--- src/rtl/i2s_pkg.sv ---
// i2s_pkg: shared definitions for the I2S transmit and receive paths.
//   - default sample/slot geometry and bit-clock divider
//   - FSM state type
//   - frame bit-index helpers (bit counter width, wrap index, LRCLK window)
package i2s_pkg;

  localparam int SAMPLE_W_DEF = 16;
  localparam int SLOT_W_DEF   = 32;
  localparam int BCLK_DIV_DEF = 8;

  typedef enum logic {
    IDLE = 1'b0,
    RUN  = 1'b1
  } i2s_state_t;

  // Width of the frame bit counter b (0 .. 2*SLOT_W-1).
  function automatic int bidx_w(input int slot_w);
    return $clog2(2 * slot_w);
  endfunction

  // Last bit index of a frame; b wraps from here to 0.
  function automatic int frame_last(input int slot_w);
    return 2 * slot_w - 1;
  endfunction

  // LRCLK is high for b in [lr_lo, lr_hi]: one bit ahead of each channel
  // MSB, giving the standard one-BCLK I2S word-select lead.
  function automatic int lr_lo(input int slot_w);
    return slot_w - 1;
  endfunction

  function automatic int lr_hi(input int slot_w);
    return 2 * slot_w - 2;
  endfunction

endpackage

--- src/rtl/i2s_clk_gen.sv ---
// i2s_clk_gen: bit-clock generator and frame bit counter for the I2S master.
//   clk, rst : system clock, async active-high reset
//   run      : divider runs while high; when low everything parks at reset
//   halt     : at the next frame wrap, park b at the last index instead of
//              starting a new frame
//   bclk     : registered bit clock (clk / (2*BCLK_DIV))
//   lrclk    : registered word select, decoded from the bit index
//   fall     : one-clk strobe in the cycle whose edge drives BCLK 1->0
//   wrap     : fall strobe that also moves b from the last index to 0
//   b_next   : bit index that b takes at this falling edge
module i2s_clk_gen
  import i2s_pkg::*;
#(
  parameter int SLOT_W   = SLOT_W_DEF,
  parameter int BCLK_DIV = BCLK_DIV_DEF,
  localparam int BW      = bidx_w(SLOT_W)
) (
  input  logic          clk,
  input  logic          rst,
  input  logic          run,
  input  logic          halt,
  output logic          bclk,
  output logic          lrclk,
  output logic          fall,
  output logic          wrap,
  output logic [BW-1:0] b_next
);

  localparam int DW = (BCLK_DIV > 1) ? $clog2(BCLK_DIV) : 1;
  localparam logic [DW-1:0] DIV_LAST = DW'(BCLK_DIV - 1);
  localparam logic [BW-1:0] B_LAST   = BW'(frame_last(SLOT_W));
  localparam logic [BW-1:0] LR_LO    = BW'(lr_lo(SLOT_W));
  localparam logic [BW-1:0] LR_HI    = BW'(lr_hi(SLOT_W));

  logic [DW-1:0] div;
  logic [BW-1:0] b;
  logic          tc;

  assign tc     = run && (div == DIV_LAST);
  assign fall   = tc && bclk;
  assign wrap   = fall && (b == B_LAST);
  assign b_next = (b == B_LAST) ? '0 : b + BW'(1);

  always_ff @(posedge clk or posedge rst) begin
    if (rst) begin
      div   <= '0;
      bclk  <= 1'b0;
      lrclk <= 1'b0;
      b     <= B_LAST;
    end else if (!run) begin
      // Parked at b = last so the first falling edge after restart is a
      // frame boundary and carries the left MSB.
      div   <= '0;
      bclk  <= 1'b0;
      lrclk <= 1'b0;
      b     <= B_LAST;
    end else if (tc) begin
      div  <= '0;
      bclk <= ~bclk;
      if (fall) begin
        if (wrap && halt) begin
          b     <= B_LAST;
          lrclk <= 1'b0;
        end else begin
          b     <= b_next;
          lrclk <= (b_next >= LR_LO) && (b_next <= LR_HI);
        end
      end
    end else begin
      div <= div + DW'(1);
    end
  end

endmodule

--- src/rtl/i2s_transmitter.sv ---
// i2s_transmitter: I2S link master serialising stereo PCM to a DAC/codec.
//   clk, rst              : system clock, async active-high reset
//   en                    : run enable, acted on at frame boundaries
//   sample_l/sample_r     : sample pair (two's complement, MSB first)
//   sample_valid/ready    : handshake into a one-deep holding buffer
//   BCLK, LRCLK, DIN      : I2S link outputs (all registered)
//   underrun              : one-clk pulse when a frame starts with no pair
// The holding buffer decouples the producer from the frame registers; the
// frame being shifted is only replaced at a frame boundary.
module i2s_transmitter
  import i2s_pkg::*;
#(
  parameter int SAMPLE_W = SAMPLE_W_DEF,
  parameter int SLOT_W   = SLOT_W_DEF,
  parameter int BCLK_DIV = BCLK_DIV_DEF
) (
  input  logic                clk,
  input  logic                rst,
  input  logic                en,
  input  logic [SAMPLE_W-1:0] sample_l,
  input  logic [SAMPLE_W-1:0] sample_r,
  input  logic                sample_valid,
  output logic                sample_ready,
  output logic                BCLK,
  output logic                LRCLK,
  output logic                DIN,
  output logic                underrun
);

  localparam int BW  = bidx_w(SLOT_W);
  localparam int SIW = (SAMPLE_W > 1) ? $clog2(SAMPLE_W) : 1;
  localparam logic [BW-1:0] SLOT_B   = BW'(SLOT_W);
  localparam logic [BW-1:0] SAMP_B   = BW'(SAMPLE_W);
  localparam logic [BW-1:0] SAMP_MSB = BW'(SAMPLE_W - 1);

  // Pair layout: [0] = left, [1] = right.
  typedef logic [1:0][SAMPLE_W-1:0] pair_t;

  i2s_state_t    state;
  logic          hold_full;
  pair_t         hold_q;
  pair_t         frame_q;
  logic          accept;
  logic          run;
  logic          fall;
  logic          wrap;
  logic [BW-1:0] b_next;

  assign accept = sample_valid && sample_ready;
  assign run    = (state == RUN);

  // Serial bit for frame position bi: channel MSB first, then zero padding
  // to the end of the slot.
  function automatic logic din_bit(input logic [BW-1:0] bi, input pair_t pr);
    logic          rs;
    logic [BW-1:0] off;
    rs  = (bi >= SLOT_B);
    off = rs ? bi - SLOT_B : bi;
    if (off < SAMP_B) din_bit = pr[rs][SIW'(SAMP_MSB - off)];
    else              din_bit = 1'b0;
  endfunction

  i2s_clk_gen #(
    .SLOT_W   (SLOT_W),
    .BCLK_DIV (BCLK_DIV)
  ) u_clk_gen (
    .clk    (clk),
    .rst    (rst),
    .run    (run),
    .halt   (!en),
    .bclk   (BCLK),
    .lrclk  (LRCLK),
    .fall   (fall),
    .wrap   (wrap),
    .b_next (b_next)
  );

  always_ff @(posedge clk or posedge rst) begin
    if (rst) begin
      state        <= IDLE;
      hold_full    <= 1'b0;
      sample_ready <= 1'b1;
      hold_q       <= '0;
      frame_q      <= '0;
      DIN          <= 1'b0;
      underrun     <= 1'b0;
    end else begin
      underrun <= 1'b0;

      // Accept needs an empty buffer and a load needs a full one, so the
      // two never collide on hold_full.
      if (accept) begin
        hold_q       <= {sample_r, sample_l};
        hold_full    <= 1'b1;
        sample_ready <= 1'b0;
      end

      case (state)
        IDLE: begin
          DIN <= 1'b0;
          if (en && hold_full) state <= RUN;
        end
        RUN: begin
          if (fall) begin
            if (wrap) begin
              if (!en) begin
                // Stop cleanly at the boundary; a pending pair stays put.
                state <= IDLE;
                DIN   <= 1'b0;
              end else if (hold_full) begin
                frame_q      <= hold_q;
                hold_full    <= 1'b0;
                sample_ready <= 1'b1;
                DIN          <= din_bit(b_next, hold_q);
              end else begin
                frame_q  <= '0;
                underrun <= 1'b1;
                DIN      <= 1'b0;
              end
            end else begin
              DIN <= din_bit(b_next, frame_q);
            end
          end
        end
        default: state <= IDLE;
      endcase
    end
  end

endmodule

--- config.mk ---
export PLATFORM = sky130hd
export DESIGN_NAME = i2s_transmitter
export DESIGN_NICKNAME = d
export VERILOG_FILES = /design/src/rtl/i2s_pkg.sv /design/src/rtl/i2s_clk_gen.sv /design/src/rtl/i2s_transmitter.sv
export SDC_FILE = /design/constraint.sdc
export NUM_CORES = 1
export LEC_CHECK = 0
export CORE_ASPECT_RATIO = 1.2
export CORE_MARGIN = 8
export CORE_UTILIZATION = 60
export CTS_CLUSTER_SIZE = 30
export DETAILED_ROUTE_END_ITERATION = 10
export GPL_ROUTABILITY_DRIVEN = 1
export GPL_TIMING_DRIVEN = 0
export PLACE_DENSITY = 0.84
export SLEW_MARGIN = 20
export SYNTH_ARGS = -nofsm -noshare
export SYNTH_HDL_FRONTEND = slang
export SYNTH_HIERARCHICAL = 1
export SYNTH_SLANG_ARGS = --single-unit
--- constraint.sdc ---
create_clock -name clk -period 8.3 [get_ports clk]
set_input_delay 1.66 -clock clk [delete_from_list [all_inputs] [get_ports clk]]
set_output_delay 1.66 -clock clk [all_outputs]
set_load 0.05 [all_outputs]
==> impl_metrics.tcl <==
set metrics [dict create \
    status "complete, no violations" \
    dr.first_iter.drc_count 211 \
    yosysMostFrequentCell "dfrtp_1" \
    cp_top_family "buffers and inverters" \
    drive_above_1_share_pct 18.6 \
    met1_length_mm 3.56 \
    synthesis.instances 347 \
    nets 440 \
    skew_ns 0.00702 \
    ys_warn_count 6 \
    worstPathBufferInverterCount 1 \
    pwr-share-seq_pct 37.7 \
    fmax_mhz 298 \
    postCtsSetupBuffers 0 \
    multi_input_area_um2 1740 \
    fin_util_pct 72.9 \
    dieArea_um2 9390 \
    clk_pin_slew_worst_paths_ns 0.08 \
    cp-end-kind "output port" \
    yosysTopAreaCell "dfrtp_1" \
    path_cells "clkdlybuf4s50_1" \
    whs_path_depth 1 \
    min_period_ns 3.35 \
    power.clock.fraction_pct 21.6 \
    cts-root-buf "clkbuf_8" \
    track_usage_pct 19.6 \
    initial_core_util_pct 61.6 \
    synthTopCellsByArea "dfrtp_1, mux2_2, nand2_1" \
    combPwrFrac_pct 40.8 \
    drv_slew 0 \
    critPathKind "reg2out" \
    hp-class "reg2reg" \
    synth_nets 388 \
    critPathArrivalTime_ns 1.69 \
    gr-total-overflow 0 \
    hpwl_mm 6.39 \
    crit_cells 1 \
    vdd_ir_drop_max_mv 0.183 \
    slowest_stage "clkdlybuf4s50_1" \
    switching_share_pct 35.4 \
    synthTopCellsByCount "dfrtp_1, nand2_1, o21ai_0" \
    power.internal_w 0.000819 \
    path_max_fanout 3 \
    synth_top_area_share_pct 46.6 \
    dr_wl_met3_um 385 \
    worstRegToRegCells 11 \
    area_growth_pct 18.3 \
    required_ns 6.64 \
    routed-wl-met2_mm 4.47 \
    port_buffers 40 \
    worst_pin_slew_ns 0.739 \
    setup_viol 0 \
    die_x_um 89.8 \
    grt_pass1_wl_mm 14.9 \
    register_area_um2 2010 \
    ys_ff_latch 80 \
    antenna_found_initial 0 \
    power.switching_w 0.000448 \
    num_rows 32 \
    routed_wirelength_mm 8.79 \
    coreArea_um2 6370 \
    num_io_pins 41 \
    grt_max_degree 43 \
    slew_headroom_pct 50.3 \
    vias 2859 \
    ant_nets 0 \
    cp-start-kind "register" \
    grt_setup_unrepaired "no" \
    maxCapViolCount 0 \
    synthDistinctLibCells 47 \
    cts_tree "done" \
    avgRoutedWirePerCell_um 18.0 \
    synth_edf_count 0 \
    cts.htree.levels 3 \
    vias_per_cell 5.85 \
    yosys_most_used_dff "dfrtp_1" \
    diodes 0 \
    synthArstFlopShare_pct 100 \
    ctsResizeCount 0 \
    fillers 456 \
    clk_path_buf_depth 2 \
    cts_sinks 80 \
    hold_viol_final 0 \
    route.detailed.drc 0 \
    cts_buffers 9 \
    grt_pass1_vias 3050 \
    p_leak_nw 2.07 \
    synth_area_per_cell_um2 11.3 \
    seq_area_frac_synth_pct 51.3 \
    syn_area_um2 3920 \
    powerDensity_nw_per_um2 273 \
    clk_latency_ns 0.35 \
    min_period_over_period_pct 40.4 \
    hold_buffers 0 \
    r2r_slack_ns 5.17 \
    dr.pass1.iters 4 \
    finalWeightedCongestion 0.874 \
    setup_tns_ns 0 \
    die_y_um 105 \
    cpPeakStageDelay_ns 0.80 \
    top_layer_used "met4" \
]
==> cells by family after synthesis <==
kind of cell             count (synthesis)  share of synthesized area, %
adder cells (fa/ha/maj)                  5                          1.59
multiplexers                            57                          19.9
flip-flops                              80                          51.3
AND/OR/NAND/NOR                        104                          11.7
buffers and inverters                   35                          4.37
XOR/XNOR                                 4                         0.893
AO/OA/AOI/OAI                           62                          10.3
==> worst register-to-register path: cells and delay by family, from the launching register on <==
family	cells	cell delay, ns
flops	1	0.61
buf+inv	2	0.40
fa+ha+maj	1	0.30
mux	3	0.56
simple gates	3	0.58
compound gates	2	0.56
==> per-layer routing <==
layer | GRT usage, % | vias to the layer above
met1 | 22.8 | 1416
met4 | 12.5 | 0
met2 | 32.3 | 93
met5 | 0 | -
met3 | 4.37 | 28
li1 | - | 1322
==> per-stage QoR <==
stage,power (W),worst slack (ns),hold WS (ns),cell area [um^2],cells
5_1_grt,0.00134,4.90,0.478,4640,489
4_1_cts,0.00127,4.92,0.464,4640,489
3_3_place_gp,0.000983,3.74,0.425,4430,472
3_5_place_dp,0.000997,4.85,0.453,4450,473
6_report,0.00127,4.95,0.453,4640,489
2_1_floorplan,0.000871,4.90,0.416,3920,347
==> flip-flops by register name, summed over array words and instances, names as in the netlist <==
signal and cells:
frame_q 32, hold_q 32, u_clk_gen/b 6, u_clk_gen/div 3, DIN 1, hold_full 1
run 1, sample_ready 1, u_clk_gen/bclk 1, u_clk_gen/lrclk 1, underrun 1
==> final cells by class <==
type / instances / share of cell area (%)
Inverter: 14 / 1.19
Clock buffer: 10 / 2.75
Sequential cell: 80 / 43.3
Multi-Input combinational cell: 232 / 37.5
Clock inverter: 6 / 1.29
Timing Repair Buffer: 41 / 9.06
Buffer: 21 / 2.56
Tap cell: 85 / 2.29
==> power groups by stage <==
stage | clock network, W | logic (W) | registers (W)
4_1_cts | 0.000280 | 0.000515 | 0.000477
3_5_place_dp | 0 | 0.000513 | 0.000485
3_3_place_gp | 0 | 0.000501 | 0.000481
5_1_grt | 0.000298 | 0.000559 | 0.000483
2_1_floorplan | 0 | 0.000380 | 0.000491
6_report | 0.000273 | 0.000517 | 0.000477
==> placed cells by master, fill, tap and decap left out, types with 3 or more instances in the layout <==
master,n
ha_1,5
clkinv_2,3
dfrtp_1,73
a21oi_1,6
nand3_1,5
nor2_1,7
nor2b_1,3
mux4_1,5
nor3_1,3
clkbuf_1,10
mux4_2,7
mux2_2,33
inv_1,13
o22a_1,4
nand2_1,72
buf_6,3
o21ai_0,35
mux2i_1,12
nand2b_1,3
clkbuf_8,9
clkdlybuf4s50_1,40
buf_1,5
dfstp_2,7
==> final timing paths <==
check	startpoint	end
worst min register to register	u_clk_gen/div[0]$_DFF_PP0_	u_clk_gen/div[0]$_DFF_PP0_
worst max-delay path	sample_ready$_DFF_PP1_	sample_ready
worst min-delay path	u_clk_gen/div[0]$_DFF_PP0_	u_clk_gen/div[0]$_DFF_PP0_
worst max register to register	u_clk_gen/b[0]$_DFFE_PP1P_	DIN$_DFFE_PP0P_
max in group asynchronous	rst	frame_q[6]$_DFFE_PP0P_
min in group asynchronous	rst	run$_DFF_PP0_
Power figures use the tool's default switching activity.
